## src/rtl/sprite_sched_pkg.sv

```systemverilog
// Shared types and constants for the sprite scheduler: FSM states,
// the sprite descriptor layout and the horizontal blanking budget.
package sprite_sched_pkg;

  localparam int SPR_CORDW      = 10;
  localparam int H_BLANK_CYCLES = 160;

  typedef enum logic [0:0] {
    IDLE = 1'b0,
    SCAN = 1'b1
  } sched_state_e;

  typedef struct packed {
    logic                 en;
    logic [SPR_CORDW-1:0] x;
    logic [SPR_CORDW-1:0] y;
  } spr_desc_t;

endpackage

```

## src/rtl/sched_first_free.sv

```systemverilog
// Priority encoder: index of the lowest-numbered engine that is not busy,
// plus a flag telling whether any engine is free at all.
module sched_first_free #(
  parameter  int N_ENG = 4,
  localparam int EW    = (N_ENG > 1) ? $clog2(N_ENG) : 1
) (
  input  logic [N_ENG-1:0] busy,
  output logic [EW-1:0]    free_idx,
  output logic             any_free
);

  // Walk from the top down so the lowest free index is the one that sticks.
  always_comb begin
    free_idx = '0;
    any_free = |(~busy);
    for (int k = N_ENG - 1; k >= 0; k--) begin
      free_idx = busy[k] ? free_idx : EW'(k);
    end
  end

endmodule

```

## src/rtl/sprite_scheduler.sv

```systemverilog
// Hands sprites whose top line is the next line to free sprite engines
// during horizontal blanking, using double-buffered descriptor banks.
module sprite_scheduler
  import sprite_sched_pkg::*;
#(
  parameter  int CORDW      = SPR_CORDW,
  parameter  int N_SPR      = 16,
  parameter  int N_ENG      = 4,
  parameter  int V_RES_FULL = 525,
  localparam int AW         = (N_SPR > 1) ? $clog2(N_SPR) : 1,
  localparam int EW         = (N_ENG > 1) ? $clog2(N_ENG) : 1
) (
  input  logic                   clk,
  input  logic                   rst_n,
  input  logic                   frame,
  input  logic                   line,
  input  logic [CORDW-1:0]       sy,
  input  logic                   cfg_we,
  input  logic [AW-1:0]          cfg_addr,
  input  logic [CORDW-1:0]       cfg_x,
  input  logic [CORDW-1:0]       cfg_y,
  input  logic                   cfg_en,
  input  logic [N_ENG-1:0]       eng_done,
  output logic [N_ENG-1:0]       eng_start,
  output logic [N_ENG*CORDW-1:0] eng_sprx,
  output logic [N_ENG-1:0]       eng_busy,
  output logic                   overflow,
  input  logic                   ovf_clr
);

  sched_state_e                  state_q, state_d;
  logic [AW-1:0]                 idx_q, idx_d;
  spr_desc_t                     pend_q [N_SPR];
  spr_desc_t                     pend_d [N_SPR];
  spr_desc_t                     act_q  [N_SPR];
  spr_desc_t                     act_d  [N_SPR];
  logic [N_ENG-1:0]              busy_q, busy_d;
  logic [N_ENG-1:0]              start_q, start_d;
  logic [N_ENG-1:0][CORDW-1:0]   sprx_q, sprx_d;
  logic                          ovf_q, ovf_d;

  logic [CORDW-1:0]              tgt_s;
  spr_desc_t                     cur_s;
  logic                          match_s;
  logic                          alloc_s;
  logic                          drop_s;
  logic                          late_line_s;
  logic                          addr_ok_s;
  logic [EW-1:0]                 free_idx_s;
  logic                          any_free_s;

  sched_first_free #(
    .N_ENG (N_ENG)
  ) u_first_free (
    .busy     (busy_q),
    .free_idx (free_idx_s),
    .any_free (any_free_s)
  );

  // The line after the last line of the frame is line 0.
  assign tgt_s     = (sy == CORDW'(V_RES_FULL - 1)) ? '0 : sy + CORDW'(1);
  assign addr_ok_s = ({1'b0, cfg_addr} < (AW + 1)'(N_SPR));
  assign cur_s     = act_q[idx_q];
  assign match_s   = (state_q == SCAN) && cur_s.en &&
                     (cur_s.y == SPR_CORDW'(tgt_s));

  // Descriptor banks: active takes the old pending contents on frame.
  always_comb begin
    pend_d = pend_q;
    if (frame) begin
      act_d = pend_q;
    end else begin
      act_d = act_q;
    end
    if (cfg_we && addr_ok_s) begin
      pend_d[cfg_addr] = '{en: cfg_en, x: SPR_CORDW'(cfg_x), y: SPR_CORDW'(cfg_y)};
    end else begin
      pend_d = pend_q;
    end
  end

  // Scan sequencer: one descriptor per cycle after a line pulse.
  always_comb begin
    state_d     = state_q;
    idx_d       = idx_q;
    late_line_s = 1'b0;
    case (state_q)
      IDLE: begin
        if (line) begin
          state_d = SCAN;
          idx_d   = '0;
        end else begin
          state_d = IDLE;
        end
      end
      SCAN: begin
        late_line_s = line;
        if (idx_q == AW'(N_SPR - 1)) begin
          state_d = IDLE;
          idx_d   = '0;
        end else begin
          idx_d   = idx_q + AW'(1);
        end
      end
      default: begin
        state_d = IDLE;
        idx_d   = '0;
      end
    endcase
  end

  // Engine allocation, release and sticky overflow.
  always_comb begin
    start_d = '0;
    sprx_d  = sprx_q;
    busy_d  = busy_q & ~eng_done;
    alloc_s = match_s && any_free_s;
    drop_s  = match_s && !any_free_s;
    if (alloc_s) begin
      start_d[free_idx_s] = 1'b1;
      busy_d[free_idx_s]  = 1'b1;
      sprx_d[free_idx_s]  = CORDW'(cur_s.x);
    end else begin
      start_d = '0;
    end
    if (drop_s || late_line_s) begin
      ovf_d = 1'b1;
    end else if (ovf_clr) begin
      ovf_d = 1'b0;
    end else begin
      ovf_d = ovf_q;
    end
  end

  always_ff @(posedge clk or negedge rst_n) begin
    if (!rst_n) begin
      state_q <= IDLE;
      idx_q   <= '0;
    end else begin
      state_q <= state_d;
      idx_q   <= idx_d;
    end
  end

  always_ff @(posedge clk or negedge rst_n) begin
    if (!rst_n) begin
      for (int i = 0; i < N_SPR; i++) begin
        pend_q[i] <= '0;
        act_q[i]  <= '0;
      end
    end else begin
      pend_q <= pend_d;
      act_q  <= act_d;
    end
  end

  always_ff @(posedge clk or negedge rst_n) begin
    if (!rst_n) begin
      busy_q  <= '0;
      start_q <= '0;
      sprx_q  <= '0;
      ovf_q   <= 1'b0;
    end else begin
      busy_q  <= busy_d;
      start_q <= start_d;
      sprx_q  <= sprx_d;
      ovf_q   <= ovf_d;
    end
  end

  assign eng_start = start_q;
  assign eng_sprx  = sprx_q;
  assign eng_busy  = busy_q;
  assign overflow  = ovf_q;

endmodule

```

## config.mk

```make
export PLATFORM = sky130hd
export DESIGN_NAME = sprite_scheduler
export DESIGN_NICKNAME = d
export VERILOG_FILES = /design/src/rtl/sprite_sched_pkg.sv /design/src/rtl/sched_first_free.sv /design/src/rtl/sprite_scheduler.sv
export SDC_FILE = /design/constraint.sdc
export NUM_CORES = 1
export LEC_CHECK = 0
export ABC_CLOCK_PERIOD_IN_PS = 4220
export CAP_MARGIN = 40
export CELL_PAD_IN_SITES_DETAIL_PLACEMENT = 0
export CELL_PAD_IN_SITES_GLOBAL_PLACEMENT = 1
export CORE_ASPECT_RATIO = 1.1
export CORE_MARGIN = 1
export CORE_UTILIZATION = 45
export DETAILED_ROUTE_END_ITERATION = 8
export PLACE_DENSITY = 0.77
export SLEW_MARGIN = 15
export SYNTH_ARGS = -nofsm -noshare
export SYNTH_HDL_FRONTEND = slang
export SYNTH_SLANG_ARGS = --single-unit
```

## constraint.sdc

```tcl
create_clock -name clk -period 4.22 [get_ports clk]
set_clock_uncertainty 0.2 [all_clocks]
set_input_delay 0.422 -clock clk [delete_from_list [all_inputs] [get_ports clk]]
set_output_delay 0.422 -clock clk [all_outputs]
set_load 0.01 [all_outputs]
```

==> metrics.txt <==
clk buf depth 3; worst-case reg-to-reg path depth 7; Clk pwr share 0.327; Peak Freq 266 MHz; asr flop ratio synth 1.00; TritonCTS clock tree built; Max stage delay cell, worst path dfrtp_4; worst hold slack 0.170 ns; leak pwr 0.0157 uW; DRC 0; post-cts resize count 0; area grow syn2layout 16.3%; routed vias 16,618; Synth area leaders dfrtp_1, mux2_2, mux4_2; dpl hpwl 43,500 um; initial antenna violation count 5; crit share post-route 0.889; drt wl/cell 23.3 um; CP Class reg -> reg; Hold EP eng_busy[0]; Hold Crit Depth 2; run status finished clean; crit path from idx_q[1]; syn avg cell area 15.6 um^2; Post-DRT Antenna Nets 0; clock latency on the worst-skew pair 0.62 ns; final hold violation count 0; Final Worst Setup Slack 0.467 ns; Final #Nets 2,107; PortBufs 93; sequential fraction of the synthesis area 0.598; core area 0.0665 mm^2; Worst slew margin 0.332; Yosys top cell area share 0.598; critical path, cell by cell mux4_2, o22ai_1, nor2_1, xnor2_1, nor4_4, nand4_2, mux2i_1; Die Wd 250 um; Placer Congestion 0.790; Slew Limit Fails 0; synthesized cell area 0.0304 mm^2; internal power 15,900 uW; vias in the first global route 18,104; YS warnings 0; pin count of the biggest net entering global routing 117; r2r endpoint eng_sprx[10]; Commonest cells post-synth dfrtp_1, mux2_2, clkbuf_1, mux4_2, nand2_1; Placement Setup Slack 0.341 ns; unrepaired setup endpoints after global routing no; Worst path max stage delay 0.81 ns; die area 0.0685 mm^2; crit end category register; min-delay src eng_done[0]; IO Count 94; Global Route Usage Sum 0.210; Seq cells post-synth 726; Root Buffer Master clkbuf_16; CTS Buf Count 78; crit path launch type register; Worst Max-Slew Pin Slew 1.00 ns; PwrDens 625 mW/mm^2; setup TNS 0 ns; Unique masters post-synth 62; reg2reg start idx_q[1]; Hold WC Path Type in -> reg; total gr overflow 0; Reg clk slew, reported paths 0.06 ns; Mapped Cells 1,951; Detailed Route WL 69,400 um; first-pass GRT wire length 110,000 um; Worst Path Required 4.54 ns; most area-hungry cell type in the Yosys netlist dfrtp_1; Initial Util 0.456; Arrival @ worst endpoint 4.07 ns; share of layout cells above drive strength 1 0.459; Max IR drop VDD 338 uV; Post-synth EDFFs 0; top_reg_cell synth dfrtp_1; worst-path maximum fanout 37; top-count cell post-synth dfrtp_1; net load switching power 6170 uW; min cycle time layout 3.75 ns; Die Y 274 um; 1st-pass router iterations 4; Vias/cell 5.57; Switching Share 0.280; final number of setup-violating endpoints 0; Reg2Reg Setup Slack 0.47 ns; clk sinks 726; MaxCap Viol Count 0; Reg power frac 0.439; DR iter-0 viols 826; Logic pwr share 0.234; Mapped Nets 1,999; row cnt 99; H-tree levels 3
## state kept, by name, indices dropped and copies added, names as in the netlist
name,cells
pend_q,336
eng_busy,4
act_q,336
eng_sprx,40
overflow,1
eng_start,4
idx_q,4
state_q,1
## layout by cell type, fill, tap and decap left out, drive strengths merged, types with 2 or more instances in the layout
| master | synthesis | final |
|---|---|---|
| a22oi | 8 | 8 |
| xor2 | 5 | 5 |
| mux2 | 673 | 673 |
| nor4b | 2 | 2 |
| bufinv | 0 | 9 |
| and3 | 2 | 2 |
| a21oi | 7 | 7 |
| clkdlybuf4s50 | 0 | 91 |
| nor2b | 9 | 9 |
| nor4 | 5 | 5 |
| mux2i | 54 | 54 |
| nand2 | 72 | 72 |
| nand3 | 24 | 24 |
| nor3 | 2 | 2 |
| o21ai | 20 | 20 |
| a21o | 2 | 2 |
| nand4 | 10 | 10 |
| and4 | 2 | 2 |
| nor2 | 21 | 21 |
| clkinv | 0 | 17 |
| xnor2 | 7 | 7 |
| or3 | 5 | 5 |
| clkinvlp | 0 | 2 |
| buf | 50 | 63 |
| inv | 49 | 53 |
| mux4 | 80 | 80 |
| clkbuf | 77 | 109 |
| nor3b | 2 | 2 |
| and2 | 2 | 2 |
| nand2b | 4 | 4 |
| a221oi | 4 | 4 |
| dfrtp | 726 | 726 |
| ha | 3 | 3 |
| diode | 0 | 3 |
| o22ai | 4 | 4 |
| nand3b | 4 | 4 |
| o31ai | 2 | 2 |
## cell families (layout without fill, tap and decap cells)
kind of cell	count (synthesis)	after routing	share of synthesized area
buf+inv	176	345	0.0258
fa+ha+maj	3	3	0.00124
simple gates	170	170	0.0290
other cells	0	3	0
xor+xnor	12	12	0.00346
mux	807	807	0.328
compound gates	57	57	0.0145
flops	726	726	0.598
## critical path: cells and delay by family, from the launching register on
family,cells,cell delay [ns]
AO/OA/AOI/OAI,1,0.20
AND/OR/NAND/NOR,3,1.26
multiplexers,2,0.93
XOR/XNOR,1,0.23
flip-flops,1,0.81
## worst max path at each step
stage                    to  depth (start not counted)
6_report       eng_sprx[10]                          7
5_1_grt        eng_sprx[16]                          7
4_1_cts        eng_sprx[10]                          7
3_5_place_dp    eng_sprx[8]                         10
3_3_place_gp   eng_sprx[24]                         10
2_1_floorplan  eng_sprx[34]                          9
## per-layer routing
layer,global-route usage,part of all wire,vias to the layer above
met4,0.0676,0.023,2
met1,0.279,0.44,9035
li1,-,-,7248
met5,0,0.00013,-
met3,0.0303,0.032,101
met2,0.355,0.51,232
## power groups by stage
stage / clock (uW) / sequential, uW / combinational [uW]
finish: 7220 / 9690 / 5170
global route: 7690 / 9920 / 5600
CTS: 7360 / 9700 / 5260
detailed placement: 0 / 9820 / 5240
global placement: 0 / 9710 / 5100
floorplan: 0 / 9290 / 4040
## layout make-up
| type | instances | area (um^2) |
|---|---|---|
| antenna | 3 | 7.51 |
| clock buffer | 109 | 2310 |
| clock inverter | 32 | 454 |
| fill | 5401 | 31200 |
| inverter | 49 | 184 |
| multi-input combinational | 1049 | 11500 |
| sequential | 726 | 18200 |
| tap | 858 | 1070 |
| timing repair buffer | 155 | 1610 |
## through the flow
stage / area (um^2) / std cells / utilization / power [uW]
3_3_place_gp: 32500 / 2836 / 0.489 / 14800
2_1_floorplan: 30400 / 1951 / - / 13300
4_1_cts: 35300 / 2978 / 0.531 / 22300
5_1_grt: 35300 / 2980 / 0.531 / 23200
6_report: 35300 / 2981 / 0.531 / 22100
3_5_place_dp: 32500 / 2836 / 0.489 / 15100
## what timing repair did
item	CTS	global route
hold buffers	1	0
endpoints found under the hold margin	99	0
buffers inserted	0	0
Note: power is estimated with default switching activity, not from simulation.
